`config.mk`:
```
export PLATFORM = sky130hd
export DESIGN_NAME = uart_tx_arbiter
export DESIGN_NICKNAME = d
export VERILOG_FILES = /design/src/rtl/uart_tx_arbiter.sv
export SDC_FILE = /design/constraint.sdc
export NUM_CORES = 1
export LEC_CHECK = 0
export BUFFER_PORTS_ARGS = -buffer_cell sky130_fd_sc_hd__buf_2
export CAP_MARGIN = 0
export CORE_MARGIN = 4
export CORE_UTILIZATION = 48
export CTS_CLUSTER_SIZE = 28
export DETAILED_ROUTE_END_ITERATION = 10
export PLACE_DENSITY_LB_ADDON = 0.15
export SLEW_MARGIN = 0
export SYNTH_ARGS = -nofsm -noshare
export SYNTH_HDL_FRONTEND = slang
export SYNTH_SLANG_ARGS = --single-unit
```
`constraint.sdc`:
```
create_clock -name i_Clock -period 1.87 [get_ports i_Clock]
set_input_delay 0.187 -clock i_Clock [delete_from_list [all_inputs] [get_ports i_Clock]]
set_output_delay 0.187 -clock i_Clock [all_outputs]
set_load 0.02 [all_outputs]
```
`src/rtl/uart_tx_arbiter.sv`:
```
// Round-robin arbiter sharing one UART transmitter between NUM_REQ byte
// requesters. A requester may lock the grant to send a multi-byte message
// without interleaving. Transmit data is held for the whole frame, and a
// transmitter that never raises busy is detected with a sticky timeout flag.
module uart_tx_arbiter #(
    parameter int NUM_REQ       = 4,
    parameter int START_TIMEOUT = 20000,
    parameter int TIMEOUT_W     = 16
) (
    input  logic                   i_Clock,
    input  logic                   i_Reset_n,
    input  logic [NUM_REQ-1:0]     i_Req,
    input  logic [NUM_REQ-1:0]     i_Lock,
    input  logic [8*NUM_REQ-1:0]   i_Data,
    output logic [NUM_REQ-1:0]     o_Ack,
    output logic [NUM_REQ-1:0]     o_Grant,
    output logic                   o_Tx_Start,
    output logic [7:0]             o_Tx_Data,
    input  logic                   i_Tx_Busy,
    output logic                   o_Timeout
);

    localparam int PTR_W = (NUM_REQ > 1) ? $clog2(NUM_REQ) : 1;

    typedef enum logic [1:0] {
        ST_IDLE,
        ST_START,
        ST_BUSY
    } state_e;

    state_e                 state_q, state_d;
    logic [PTR_W-1:0]       ptr_q, ptr_d;        // last requester served
    logic [PTR_W-1:0]       owner_q, owner_d;    // current / locked owner
    logic                   lock_valid_q, lock_valid_d;
    logic [TIMEOUT_W-1:0]   cnt_q, cnt_d;
    logic [NUM_REQ-1:0]     ack_q, ack_d;
    logic [NUM_REQ-1:0]     grant_q, grant_d;
    logic                   start_q, start_d;
    logic [7:0]             data_q, data_d;
    logic                   timeout_q, timeout_d;

    logic                   rr_found;
    logic [PTR_W-1:0]       rr_sel;
    logic [PTR_W-1:0]       rr_idx;
    logic                   lock_hit;
    logic [PTR_W-1:0]       sel;

    function automatic logic [NUM_REQ-1:0] onehot(input logic [PTR_W-1:0] k);
        logic [NUM_REQ-1:0] v;
        v    = '0;
        v[k] = 1'b1;
        return v;
    endfunction

    // Round-robin search: first active request after the last one served.
    always_comb begin
        // NOTE: every combinational output gets a default before any branch,
        // otherwise a path that skips the assignment infers a latch.
        rr_found = 1'b0;
        rr_sel   = ptr_q;
        rr_idx   = ptr_q;
        for (int i = 1; i <= NUM_REQ; i++) begin
            rr_idx = PTR_W'((int'(ptr_q) + i) % NUM_REQ);
            if (!rr_found && i_Req[rr_idx]) begin
                rr_found = 1'b1;
                rr_sel   = rr_idx;
            end
        end
    end

    assign lock_hit = lock_valid_q && i_Req[owner_q];

    // Next-state and registered-output logic for the IDLE/START/BUSY FSM.
    always_comb begin
        state_d      = state_q;
        ptr_d        = ptr_q;
        owner_d      = owner_q;
        lock_valid_d = lock_valid_q;
        cnt_d        = cnt_q;
        ack_d        = '0;
        grant_d      = grant_q;
        start_d      = start_q;
        data_d       = data_q;
        timeout_d    = timeout_q;
        sel          = lock_hit ? owner_q : rr_sel;

        case (state_q)
            ST_IDLE: begin
                // A locked owner that stopped requesting releases the lock;
                // normal arbitration proceeds in the same cycle.
                if (lock_valid_q && !i_Req[owner_q]) begin
                    lock_valid_d = 1'b0;
                end
                if (lock_hit || rr_found) begin
                    grant_d  = onehot(sel);
                    ack_d    = onehot(sel);
                    data_d   = i_Data[8*sel +: 8];
                    start_d  = 1'b1;
                    cnt_d    = '0;
                    ptr_d    = sel;
                    owner_d  = sel;
                    state_d  = ST_START;
                end else begin
                    grant_d  = '0;
                end
            end

            ST_START: begin
                // Busy has priority over a timeout expiring on the same edge.
                if (i_Tx_Busy) begin
                    start_d = 1'b0;
                    state_d = ST_BUSY;
                end else if (cnt_q == TIMEOUT_W'(START_TIMEOUT - 1)) begin
                    start_d      = 1'b0;
                    timeout_d    = 1'b1;
                    grant_d      = '0;
                    lock_valid_d = 1'b0;
                    state_d      = ST_IDLE;
                end else begin
                    cnt_d = cnt_q + 1'b1;
                end
            end

            ST_BUSY: begin
                // End of frame: keep the grant only if the owner locks it.
                if (!i_Tx_Busy) begin
                    state_d = ST_IDLE;
                    if (i_Lock[owner_q]) begin
                        lock_valid_d = 1'b1;
                    end else begin
                        lock_valid_d = 1'b0;
                        grant_d      = '0;
                    end
                end
            end

            default: begin
                state_d = ST_IDLE;
            end
        endcase
    end

    // State and output registers with asynchronous active-low reset.
    always_ff @(posedge i_Clock or negedge i_Reset_n) begin
        // NOTE: sequential state uses non-blocking assignments so every
        // register samples the pre-edge values, independent of statement order.
        if (!i_Reset_n) begin
            state_q      <= ST_IDLE;
            ptr_q        <= PTR_W'(NUM_REQ - 1);
            owner_q      <= '0;
            lock_valid_q <= 1'b0;
            cnt_q        <= '0;
            ack_q        <= '0;
            grant_q      <= '0;
            start_q      <= 1'b0;
            data_q       <= '0;
            timeout_q    <= 1'b0;
        end else begin
            state_q      <= state_d;
            ptr_q        <= ptr_d;
            owner_q      <= owner_d;
            lock_valid_q <= lock_valid_d;
            cnt_q        <= cnt_d;
            ack_q        <= ack_d;
            grant_q      <= grant_d;
            start_q      <= start_d;
            data_q       <= data_d;
            timeout_q    <= timeout_d;
        end
    end

    assign o_Ack      = ack_q;
    assign o_Grant    = grant_q;
    assign o_Tx_Start = start_q;
    assign o_Tx_Data  = data_q;
    assign o_Timeout  = timeout_q;

endmodule

```
==> run summary <==
antenna cells = 0
Via density = 5.30
DR WL met3 = 355 um
dpl cell area = 3100 um^2
Final ANT Viol Nets = 0
first-pass GRT wire length = 9.87 mm
element type at the critical path end = register
cells after synthesis = 246
vias in the first global route = 2235
Yosys Warn Count = 0
maximum root-to-sink buffer count = 2
critical path arrival = 2210 ps
CTS buffer count = 5
DR iter-0 viols = 89
GP Congestion = 0.873
Pins Over Slew Limit = 0
Core Rows = 25
Crit Path Category = reg -> reg
register area = 1030 um^2
Avg WL per Cell = 15.0 um
# fillers = 335
Async S/R FF share, synth = 1.00
Pre-Repair DR Iteration Count = 4
Startpoint Class = register
Post-Syn Nets = 294
Fmax achieved = 0.506 GHz
M1 WL = 2.76 mm
Final Non-Filler Cells = 419
antenna violations before repair = 0
post-route cell area = 3590 um^2
clock slew at reported path FFs = 80 ps
Synth Area per Inst = 9.97 um^2
CTS Root Cell = clkbuf_8
worst hold-check path type = in -> async
CTS Sinks = 41
Skew-Pair Late Insertion Delay = 300 ps
MaxCap Viol Count = 0
Hold Violations, Final = 0
Vias = 2222
total power = 5.66 mW
routed wl met2 = 3.07 mm
Initial Util = 0.506
Final setup viols = 12
Total Routing Usage GR = 0.196
worst-margin pin slew = 557 ps
fin crit share = 1.06
WP data required = 2100 ps
area of the multi-input gates = 1590 um^2
die height = 79.5 um
P&R area growth vs syn = 46.4%
share of layout cells above drive strength 1 = 0.523
largest net degree at the start of global routing = 24
status = complete, but fails checks
GRT overflow = 0
port bufs = 60
RSZ-0062 raised after global routing = yes
Inst Count DP = 397
FF+latch count, synth = 41
nets = 400
clk_skew = 6.12 ps
number of distinct library cells after synthesis = 54
relative slew slack = 0.628
total wire length = 6.27 mm
top_reg_cell synth = dfrtp_1
CP max FO = 8
num ports = 61
die width = 79.5 um
Core Area = 4850 um^2
Period minus WS final = 1980 ps
Pleak = 1.69 nW
Max Used Layer = met4
HPWL after DPL = 4.19 mm
Pwr Density = 1580 nW/um^2
number of synthesized flops with an enable pin = 0
CTS tree = yes
Netlist Area Pre-Place = 2450 um^2
register area share after synthesis = 0.419
failing checks = negative setup slack
die area = 6320 um^2
Residual DRC = 0
PnR worst setup slack = -107 ps
maximum VDD drop = 0.987 mV
htree depth = 2
synth_stat cells (2+ instances only):
cell,n,area (um^2)
dfrtp_1,39,976
nand2_1,27,101
nor2_1,21,78.8
mux2i_1,16,160
xnor2_1,12,105
a21oi_1,11,55.1
mux2_2,9,101
nor4_1,8,50.1
o21ai_2,8,70.1
inv_1,7,26.3
nand3_1,7,35.0
o21ai_0,6,30.0
buf_2,5,25.0
ha_1,5,62.6
nand2b_1,5,31.3
nor3b_1,4,30.0
nor4b_1,4,35.0
a22o_1,3,26.3
and2_1,3,18.8
nor2b_1,3,18.8
nor3_1,3,15.0
and4_1,2,17.5
buf_4,2,15.0
buf_6,2,22.5
dfstp_2,2,52.6
nand4_1,2,12.5
o31ai_1,2,15.0
or2_2,2,12.5
per-layer routing:
| metal | GRT usage | up-vias |
|---|---|---|
| met3 | 0.0553 | 10 |
| met1 | 0.252 | 1057 |
| met4 | 0.0515 | 0 |
| met2 | 0.322 | 61 |
| li1 | - | 1094 |
| met5 | 0 | - |
cells in the final DEF (no fill, tap or decap), types with 3 or more instances in the layout:
cell type / instances
mux2_2: 4
inv_1: 6
a22o_1: 3
mux2_4: 6
nand2b_1: 4
clkbuf_8: 5
mux2i_1: 15
o21ai_2: 9
nor4_1: 3
dfrtp_1: 38
xnor2_1: 12
nand3_1: 6
nor4_2: 4
nand3_4: 3
nor2_1: 20
a21oi_1: 9
buf_12: 4
nand2_1: 24
o21ai_0: 3
buf_6: 5
buf_2: 60
buf_4: 40
per-stage QoR:
| stage | setup WS, ps | util | hold slack [ps] | TNS (ps) |
|---|---|---|---|---|
| after floorplan | -34.4 | - | -109 | -563 |
| after CTS | -57.3 | 0.688 | 284 | -401 |
| final | -107 | 0.741 | 320 | -597 |
| after global routing | -175 | 0.741 | 333 | -2360 |
| after global placement | -64.5 | 0.640 | 113 | -210 |
| after detailed placement | -135 | 0.640 | 118 | -795 |
final timing paths:
kind | startpoint | end | slack, ps | cells after the start
min | i_Reset_n | o_Timeout$_DFFE_PN0P_ | 320 | 2
max | owner_q[0]$_DFFE_PN0P_ | o_Tx_Data[6]$_DFFE_PN0P_ | -110 | 9
min in group i_Clock | i_Tx_Busy | state_q[1]$_DFFE_PN0P_ | 330 | 3
max in group asynchronous | i_Reset_n | ptr_q[1]$_DFFE_PN1P_ | 970 | 3
max reg2reg | owner_q[0]$_DFFE_PN0P_ | o_Tx_Data[6]$_DFFE_PN0P_ | -110 | 9
min reg2reg | o_Tx_Data[1]$_DFFE_PN0P_ | o_Tx_Data[1]$_DFFE_PN0P_ | 480 | 2
power breakdown:
group	total [mW]	internal (mW)	switching (mW)
logic	3.60	1.73	1.87
registers	1.36	1.18	0.188
clock network	0.701	0.388	0.313
total	5.66	3.30	2.37
sequential cells by signal (all words and copies together) (netlist names):
name          flops
cnt_q            16
o_Tx_Data         8
o_Ack             4
o_Grant           4
owner_q           2
ptr_q             2
state_q           2
lock_valid_q      1
o_Timeout         1
o_Tx_Start        1
kinds of logic after synthesis:
family,count (synthesis),share of synthesized area
AOI/OAI and AO/OA,40,0.117
xor gates and xnor gates,13,0.0464
adders and majority gates,5,0.0255
buffers and inverters,20,0.0484
DFF,41,0.419
muxes,27,0.123
and+or+nand+nor,100,0.220
final cells by class:
| class | instances | area share |
|---|---|---|
| inverters | 7 | 0.00732 |
| multi-input cells | 186 | 0.441 |
| repair buffers | 111 | 0.212 |
| clock inverters | 2 | 0.00976 |
| well taps | 67 | 0.0233 |
| flip-flops and latches | 41 | 0.287 |
| clock buffers | 5 | 0.0192 |
critical path, stage by stage, from the launching register on:
cell	delay [ps]
dfrtp_1	420
buf_6	130
mux2_4	310
nand3_4	100
a21oi_2	50
a41o_1	240
buf_12	160
buf_8	130
mux2_2	280
o21ai_2	100
timing repair:
| item | CTS | global route |
|---|---|---|
| pin swaps | 8 | 9 |
| resized for setup | 14 | 48 |
| hold buffers | 1 | 0 |
| hold endpoints to repair | 14 | 0 |
| cloned | 1 | 0 |
| endpoints found under the setup margin | 16 | 32 |
| buffers inserted | 8 | 6 |
No activity file was read; power rests on OpenSTA's default activity.
